`config.mk`:
```
export PLATFORM = sky130hd
export DESIGN_NAME = pixel_unpacker_flat
export DESIGN_NICKNAME = d
export VERILOG_FILES = /design/src/rtl/pixel_unpacker_if.sv /design/src/rtl/pixel_unpacker.sv /design/src/flat_wrapper.sv
export SDC_FILE = /design/constraint.sdc
export NUM_CORES = 1
export LEC_CHECK = 0
export BUFFER_PORTS_ARGS = -buffer_cell sky130_fd_sc_hd__buf_2
export CORE_ASPECT_RATIO = 1.1
export CORE_MARGIN = 8
export CORE_UTILIZATION = 50
export DETAILED_ROUTE_END_ITERATION = 12
export PLACE_DENSITY = 0.77
export SLEW_MARGIN = 10
export SYNTH_ARGS = -nofsm -noshare
export SYNTH_HDL_FRONTEND = slang
export SYNTH_SLANG_ARGS = --single-unit
```
`constraint.sdc`:
```
create_clock -name aclk -period 6.9 [get_ports aclk]
set_input_delay 0.69 -clock aclk [delete_from_list [all_inputs] [get_ports aclk]]
set_output_delay 0.69 -clock aclk [all_outputs]
set_load 0.01 [all_outputs]
```
`src/rtl/pixel_unpacker_if.sv`:
```
// Packed-video AXI-Stream link carrying 32-bit words of 24-bit RGB pixels.
//   tdata  : packed pixel bytes
//   tkeep  : byte enables, always 4'hF on a well-formed stream
//   tlast  : last word of a line
//   tuser  : first word of a frame
//   tvalid : word valid (source)
//   tready : word accepted when tvalid && tready (sink)
interface pixel_unpacker_if;
    logic [31:0] tdata;
    logic [3:0]  tkeep;
    logic        tlast;
    logic        tuser;
    logic        tvalid;
    logic        tready;

    modport master (
        output tdata, tkeep, tlast, tuser, tvalid,
        input  tready
    );

    modport slave (
        input  tdata, tkeep, tlast, tuser, tvalid,
        output tready
    );
endinterface

```
`src/rtl/pixel_unpacker.sv`:
```
// Unpacks a 32-bit stream of 24-bit RGB pixels (4 pixels per 3 words) into one
// pixel per handshake with x/y coordinates, and checks stream framing against
// the configured geometry with sticky error flags.
//   aclk, aresetn         : clock, async active-low reset
//   in_stream             : packed input stream (slave side)
//   pix_r/g/b             : unpacked pixel
//   pix_x, pix_y          : coordinate of the pixel held in the output slot
//   pix_sof, pix_eol      : slot pixel is (0,0) / last of line
//   pix_valid, pix_ready  : output handshake
//   err_clear             : pulse clearing the sticky flags
//   sof_err/eol_err/keep_err : sticky framing errors
//   frame_count           : completed output frames, wrapping
module pixel_unpacker #(
    parameter int unsigned X_SIZE = 640,
    parameter int unsigned Y_SIZE = 480
) (
    input  logic                   aclk,
    input  logic                   aresetn,
    pixel_unpacker_if.slave        in_stream,
    output logic [7:0]             pix_r,
    output logic [7:0]             pix_g,
    output logic [7:0]             pix_b,
    output logic [9:0]             pix_x,
    output logic [8:0]             pix_y,
    output logic                   pix_sof,
    output logic                   pix_eol,
    output logic                   pix_valid,
    input  logic                   pix_ready,
    input  logic                   err_clear,
    output logic                   sof_err,
    output logic                   eol_err,
    output logic                   keep_err,
    output logic [15:0]            frame_count
);

    localparam int unsigned WORDS_PER_LINE = X_SIZE * 3 / 4;
    localparam int unsigned X_W            = 10;
    localparam int unsigned Y_W            = 9;
    localparam int unsigned WCNT_W         = 10;
    localparam int unsigned FC_W           = 16;

    localparam logic [1:0] PH0 = 2'd0;
    localparam logic [1:0] PH1 = 2'd1;
    localparam logic [1:0] PH2 = 2'd2;
    localparam logic [1:0] PH3 = 2'd3;

    logic [1:0]        phase, phase_nxt;
    logic [23:0]       residue, residue_nxt;
    logic [23:0]       pix_rgb, rgb_nxt;
    logic              emit;
    logic              slot_free;
    logic              accept;
    logic              pix_hs;
    logic [X_W-1:0]    x_nxt;
    logic [Y_W-1:0]    y_nxt;
    logic [FC_W-1:0]   frame_nxt;
    logic [WCNT_W-1:0] wcnt, wcnt_nxt;
    logic [Y_W-1:0]    iline, iline_nxt;
    logic              wcnt_last;
    logic              sof_hit, eol_hit, keep_hit;

    // Slot can take a new pixel when empty or being drained this cycle.
    assign slot_free       = !pix_valid || pix_ready;
    assign in_stream.tready = aresetn && (phase != PH3) && slot_free;
    assign accept          = in_stream.tvalid && in_stream.tready;
    assign pix_hs          = pix_valid && pix_ready;

    assign pix_r = pix_rgb[23:16];
    assign pix_g = pix_rgb[15:8];
    assign pix_b = pix_rgb[7:0];

    // Phase FSM next state: each phase splices new bytes onto the residue.
    always_comb begin
        phase_nxt   = phase;
        residue_nxt = residue;
        rgb_nxt     = pix_rgb;
        emit        = 1'b0;
        case (phase)
            PH0: if (accept) begin
                rgb_nxt     = in_stream.tdata[23:0];
                residue_nxt = {16'h0, in_stream.tdata[31:24]};
                emit        = 1'b1;
                phase_nxt   = PH1;
            end
            PH1: if (accept) begin
                rgb_nxt     = {in_stream.tdata[15:0], residue[7:0]};
                residue_nxt = {8'h0, in_stream.tdata[31:16]};
                emit        = 1'b1;
                phase_nxt   = PH2;
            end
            PH2: if (accept) begin
                rgb_nxt     = {in_stream.tdata[7:0], residue[15:0]};
                residue_nxt = in_stream.tdata[31:8];
                emit        = 1'b1;
                phase_nxt   = PH3;
            end
            PH3: if (slot_free) begin
                // Fourth pixel of the group comes entirely from the residue.
                rgb_nxt   = residue;
                emit      = 1'b1;
                phase_nxt = PH0;
            end
            default: phase_nxt = PH0;
        endcase
    end

    // Output coordinates and frame counter advance on pixel handshake.
    always_comb begin
        x_nxt     = pix_x;
        y_nxt     = pix_y;
        frame_nxt = frame_count;
        if (pix_hs) begin
            if (pix_x == X_W'(X_SIZE - 1)) begin
                x_nxt = '0;
                if (pix_y == Y_W'(Y_SIZE - 1)) begin
                    y_nxt     = '0;
                    frame_nxt = frame_count + FC_W'(1);
                end else begin
                    y_nxt = pix_y + Y_W'(1);
                end
            end else begin
                x_nxt = pix_x + X_W'(1);
            end
        end
    end

    // Input-side geometry tracking and framing checks per accepted word.
    assign wcnt_last = (wcnt == WCNT_W'(WORDS_PER_LINE - 1));
    assign eol_hit   = accept && (in_stream.tlast != wcnt_last);
    assign sof_hit   = accept && (in_stream.tuser != ((wcnt == '0) && (iline == '0)));
    assign keep_hit  = accept && (in_stream.tkeep != 4'hF);

    always_comb begin
        wcnt_nxt  = wcnt;
        iline_nxt = iline;
        if (accept) begin
            if (wcnt_last) begin
                wcnt_nxt  = '0;
                iline_nxt = (iline == Y_W'(Y_SIZE - 1)) ? '0 : iline + Y_W'(1);
            end else begin
                wcnt_nxt = wcnt + WCNT_W'(1);
            end
        end
    end

    // State and output registers.
    always_ff @(posedge aclk or negedge aresetn) begin
        if (!aresetn) begin
            phase       <= PH0;
            residue     <= '0;
            pix_rgb     <= '0;
            pix_valid   <= 1'b0;
            pix_x       <= '0;
            pix_y       <= '0;
            pix_sof     <= 1'b1;
            pix_eol     <= 1'b0;
            frame_count <= '0;
            wcnt        <= '0;
            iline       <= '0;
            sof_err     <= 1'b0;
            eol_err     <= 1'b0;
            keep_err    <= 1'b0;
        end else begin
            phase       <= phase_nxt;
            residue     <= residue_nxt;
            pix_rgb     <= rgb_nxt;
            pix_valid   <= emit ? 1'b1 : (pix_ready ? 1'b0 : pix_valid);
            pix_x       <= x_nxt;
            pix_y       <= y_nxt;
            pix_sof     <= (x_nxt == '0) && (y_nxt == '0);
            pix_eol     <= (x_nxt == X_W'(X_SIZE - 1));
            frame_count <= frame_nxt;
            wcnt        <= wcnt_nxt;
            iline       <= iline_nxt;
            // A fresh error outranks a simultaneous clear.
            sof_err     <= sof_hit  || (sof_err  && !err_clear);
            eol_err     <= eol_hit  || (eol_err  && !err_clear);
            keep_err    <= keep_hit || (keep_err && !err_clear);
        end
    end

endmodule

```
`src/flat_wrapper.sv`:
```
// flat-port wrapper written by rule: the top's interface ports become plain ports
module pixel_unpacker_flat 
#(
    parameter int unsigned X_SIZE = 640,
    parameter int unsigned Y_SIZE = 480
)
  (aclk, aresetn, pix_r, pix_g, pix_b, pix_x, pix_y, pix_sof, pix_eol, pix_valid, pix_ready, err_clear, sof_err, eol_err, keep_err, frame_count, in_stream_tdata, in_stream_tkeep, in_stream_tlast, in_stream_tuser, in_stream_tvalid, in_stream_tready);
  pixel_unpacker_if in_stream_i ();
  input  logic aclk;
  input  logic aresetn;
  output logic [7:0] pix_r;
  output logic [7:0] pix_g;
  output logic [7:0] pix_b;
  output logic [9:0] pix_x;
  output logic [8:0] pix_y;
  output logic pix_sof;
  output logic pix_eol;
  output logic pix_valid;
  input  logic pix_ready;
  input  logic err_clear;
  output logic sof_err;
  output logic eol_err;
  output logic keep_err;
  output logic [15:0] frame_count;
  input wire logic [$bits(in_stream_i.tdata)-1:0] in_stream_tdata;
  input wire logic [$bits(in_stream_i.tkeep)-1:0] in_stream_tkeep;
  input wire logic [$bits(in_stream_i.tlast)-1:0] in_stream_tlast;
  input wire logic [$bits(in_stream_i.tuser)-1:0] in_stream_tuser;
  input wire logic [$bits(in_stream_i.tvalid)-1:0] in_stream_tvalid;
  output wire logic [$bits(in_stream_i.tready)-1:0] in_stream_tready;
  assign in_stream_i.tdata = in_stream_tdata;
  assign in_stream_i.tkeep = in_stream_tkeep;
  assign in_stream_i.tlast = in_stream_tlast;
  assign in_stream_i.tuser = in_stream_tuser;
  assign in_stream_i.tvalid = in_stream_tvalid;
  assign in_stream_tready = in_stream_i.tready;
  pixel_unpacker #(.X_SIZE(X_SIZE), .Y_SIZE(Y_SIZE)) u_core (.aclk(aclk), .aresetn(aresetn), .in_stream(in_stream_i), .pix_r(pix_r), .pix_g(pix_g), .pix_b(pix_b), .pix_x(pix_x), .pix_y(pix_y), .pix_sof(pix_sof), .pix_eol(pix_eol), .pix_valid(pix_valid), .pix_ready(pix_ready), .err_clear(err_clear), .sof_err(sof_err), .eol_err(eol_err), .keep_err(keep_err), .frame_count(frame_count));
endmodule
```
==> impl_metrics.py <==
metrics = {
    "logic_synthesis": {
        "synth-seq-area-share_pct": 47.4,
        "synth_top_area_share_pct": 46.9,
        "synth_area_leaders": "dfrtp_1 47%, a22oi_1 4.3%, nand2_1 3.6%",
        "ys_ff_latch": 110,
        "syn-instance-count": 602,
        "async_reset_ff_share_pct": 100,
        "synth_common_cells": "109 x dfrtp_1, 56 x nand2_1, 50 x nor2_1",
        "synth.net_count": 657,
        "ys_warn_count": 0,
        "synth_flop_cell": "dfrtp_1",
        "syn_area_um2": 5810,
        "synth_cell_type_count": 60,
        "yosysMostFrequentCell": "dfrtp_1",
        "synth_edf_count": 0,
        "synthesis.area_per_instance_um2": 9.66,
        "synth_top_cell_by_area": "dfrtp_1",
    },
    "placed_design": {
        "port-buffer-count": 108,
        "gp_congestion": 0.912,
        "dpl.hpwl_um": 10700,
        "dp.cells": 832,
    },
    "setup_path": {
        "crit_fanout": 20,
        "end_kind": "flip-flop",
        "crit_path_start_kind": "flip-flop",
        "crit_type": "flip-flop to flip-flop",
        "cp.required_ns": 7.17,
        "cp.arrival_ns": 2.99,
    },
    "final_layout": {
        "diodes": 0,
        "instances_no_fill": 848,
        "layout.nets": 748,
        "drive_above_1_share_pct": 21.1,
        "regArea_um2": 2750,
        "area_growth_syn_to_layout_pct": 16.5,
        "multiInputGateArea_um2": 2820,
        "nFillCells": 971,
    },
    "grt": {
        "antenna_found_initial": 0,
        "grt_pass1_wl_um": 24900,
        "overflow": 0,
        "grt_max_degree": 59,
        "grt_pass1_vias": 5034,
        "grt_use_total_pct": 19.7,
    },
    "clock_network": {
        "root_buffer": "clkbuf_16",
        "post_cts_resized": 0,
        "clk_pin_slew_ns": 0.07,
        "clockBufferDepth": 2,
        "cts_made_buffers": 9,
        "clock_sinks": 110,
        "htreeDepth": 3,
        "postCtsSetupRepairBufs": 0,
        "cts_hold_buf": 0,
        "cts_tree": "built",
        "insertion_delay_ns": 0.34,
    },
    "sta": {
        "post-route-period-util_pct": 39.5,
        "max_slew_margin_pct": 37.4,
        "setup_viol": 0,
        "layout_min_cycle_time_ns": 2.73,
        "maxSlewViolCount": 0,
        "setup-tns-final_ns": 0,
        "max_freq_ghz": 0.367,
        "worst_pin_slew_ns": 0.939,
        "rsz0062_at_grt": "no",
        "finClkSkew_ns": 0.00413,
        "final-hold-violation-count": 0,
    },
    "drt": {
        "dr.pass1.iters": 6,
        "dr_wl_met3_um": 902,
        "drtIter0Drc": 479,
        "vias_per_cell": 5.94,
        "top_layer": "met4",
        "drc": 0,
        "met2WireLength_um": 7590,
        "vias": 5033,
        "met1_length_um": 6180,
        "drt-total-wl_um": 15100,
        "ant_nets": 0,
        "routedWlPerCell_um": 17.8,
    },
    "worst_hold_path": {
        "hp-class": "primary input to asynchronous set/reset pin",
    },
    "pwr": {
        "p_per_area_nw_per_um2": 385,
        "irDropWorstVdd_uv": 262,
        "p_leak_nw": 3.14,
    },
    "floorplan": {
        "initial_utilization_pct": 51.1,
        "die_x_um": 119,
        "core_area_um2": 11400,
        "chipHeight_um": 129,
        "rows": 41,
        "io_pins": 109,
        "dieArea_um2": 15300,
    },
    "run": {
        "max_cap_violations": 0,
    },
    "outcome": {
        "status": "completed",
    },
}
## kinds of logic after synthesis
family	Yosys count	share of synthesized area [%]
AND/OR/NAND/NOR	222	20.4
AO/OA/AOI/OAI	131	14.4
flip-flops	110	47.4
buffers and inverters	61	4.17
XOR/XNOR	39	5.87
multiplexers	27	5.19
adder cells (fa/ha/maj)	12	2.58
## layer usage
metal / GRT usage (%) / vias to the layer above
met4: 8.64 / 0
li1: - / 2344
met1: 24.2 / 2457
met5: 0 / -
met3: 3.96 / 36
met2: 33.0 / 196
## path summary, 6_finish.rpt
check                                               to  cells after the start                    from  slack, ns
worst max register to register       u_core.pix_rgb[7]                      7         u_core.phase[0]       4.17
worst min register to register  u_core.frame_count[15]                      1  u_core.frame_count[15]       0.46
worst max-delay path                 u_core.pix_rgb[7]                      7         u_core.phase[0]       4.17
worst min-delay path                    u_core.wcnt[6]                      1                 aresetn       0.41
max in group asynchronous        u_core.frame_count[9]                      2                 aresetn       5.34
min in group aclk               u_core.frame_count[15]                      1  u_core.frame_count[15]       0.46
## stage by stage
stage | setup WS, ns | utilization, % | power (mW) | hold slack (ns) | instance area (µm²)
detailed placement | 3.89 | 56.6 | 2.05 | 0.452 | 6450
CTS | 4.22 | 59.5 | 2.62 | 0.439 | 6770
global placement | 3.98 | 56.6 | 2.01 | 0.452 | 6450
floorplan | 4.67 | - | 1.73 | 0.394 | 5810
global route | 3.96 | 59.5 | 2.79 | 0.469 | 6770
finish | 4.17 | 59.5 | 2.61 | 0.414 | 6770
## flip-flops by register name, summed over array words and instances, names as in the netlist, 2 cells and up
name / count
u_core.pix_x: 10
u_core.frame_count: 16
u_core.residue: 24
u_core.iline: 9
u_core.phase: 2
u_core.pix_y: 9
u_core.pix_rgb: 24
u_core.wcnt: 10
## worst max-delay path, cell delays in order, from the launching register on
cell,delay (ns)
dfrtp_1,0.41
inv_1,0.13
ha_1,0.66
or2_1,0.46
nor2_1,0.10
nor2_1,0.53
a22oi_1,0.18
a21oi_1,0.18
## cells in the final DEF, fill, tap and decap left out, drive strengths merged, types with 3 or more instances in the layout
cell,count
o22ai,3
o21ai,39
nand2,56
inv,29
nor3,12
and3,9
xnor2,23
mux2,25
ha,12
nand4,17
nor2b,5
nor2,51
nand2b,4
xor2,16
nand3,23
nor4,9
buf,113
clkbuf,11
a21oi,30
nor4b,5
and4,8
dfrtp,109
and2,9
a222oi,8
a22oi,34
## layout make-up
class                      count  share of cell area, %
multi-input combinational    431                   41.7
clock buffer                  11                   3.58
inverter                      28                   1.55
clock inverter                 5                   1.20
sequential                   110                   40.7
tap                          150                   2.77
timing repair buffer         113                   8.57
## power breakdown
part           internal, mW  switching (mW)
Combinational         0.432           0.646
Sequential            0.831           0.137
Clock                 0.329           0.231
Total                  1.59            1.01
No activity file was read; power rests on OpenSTA's default activity.
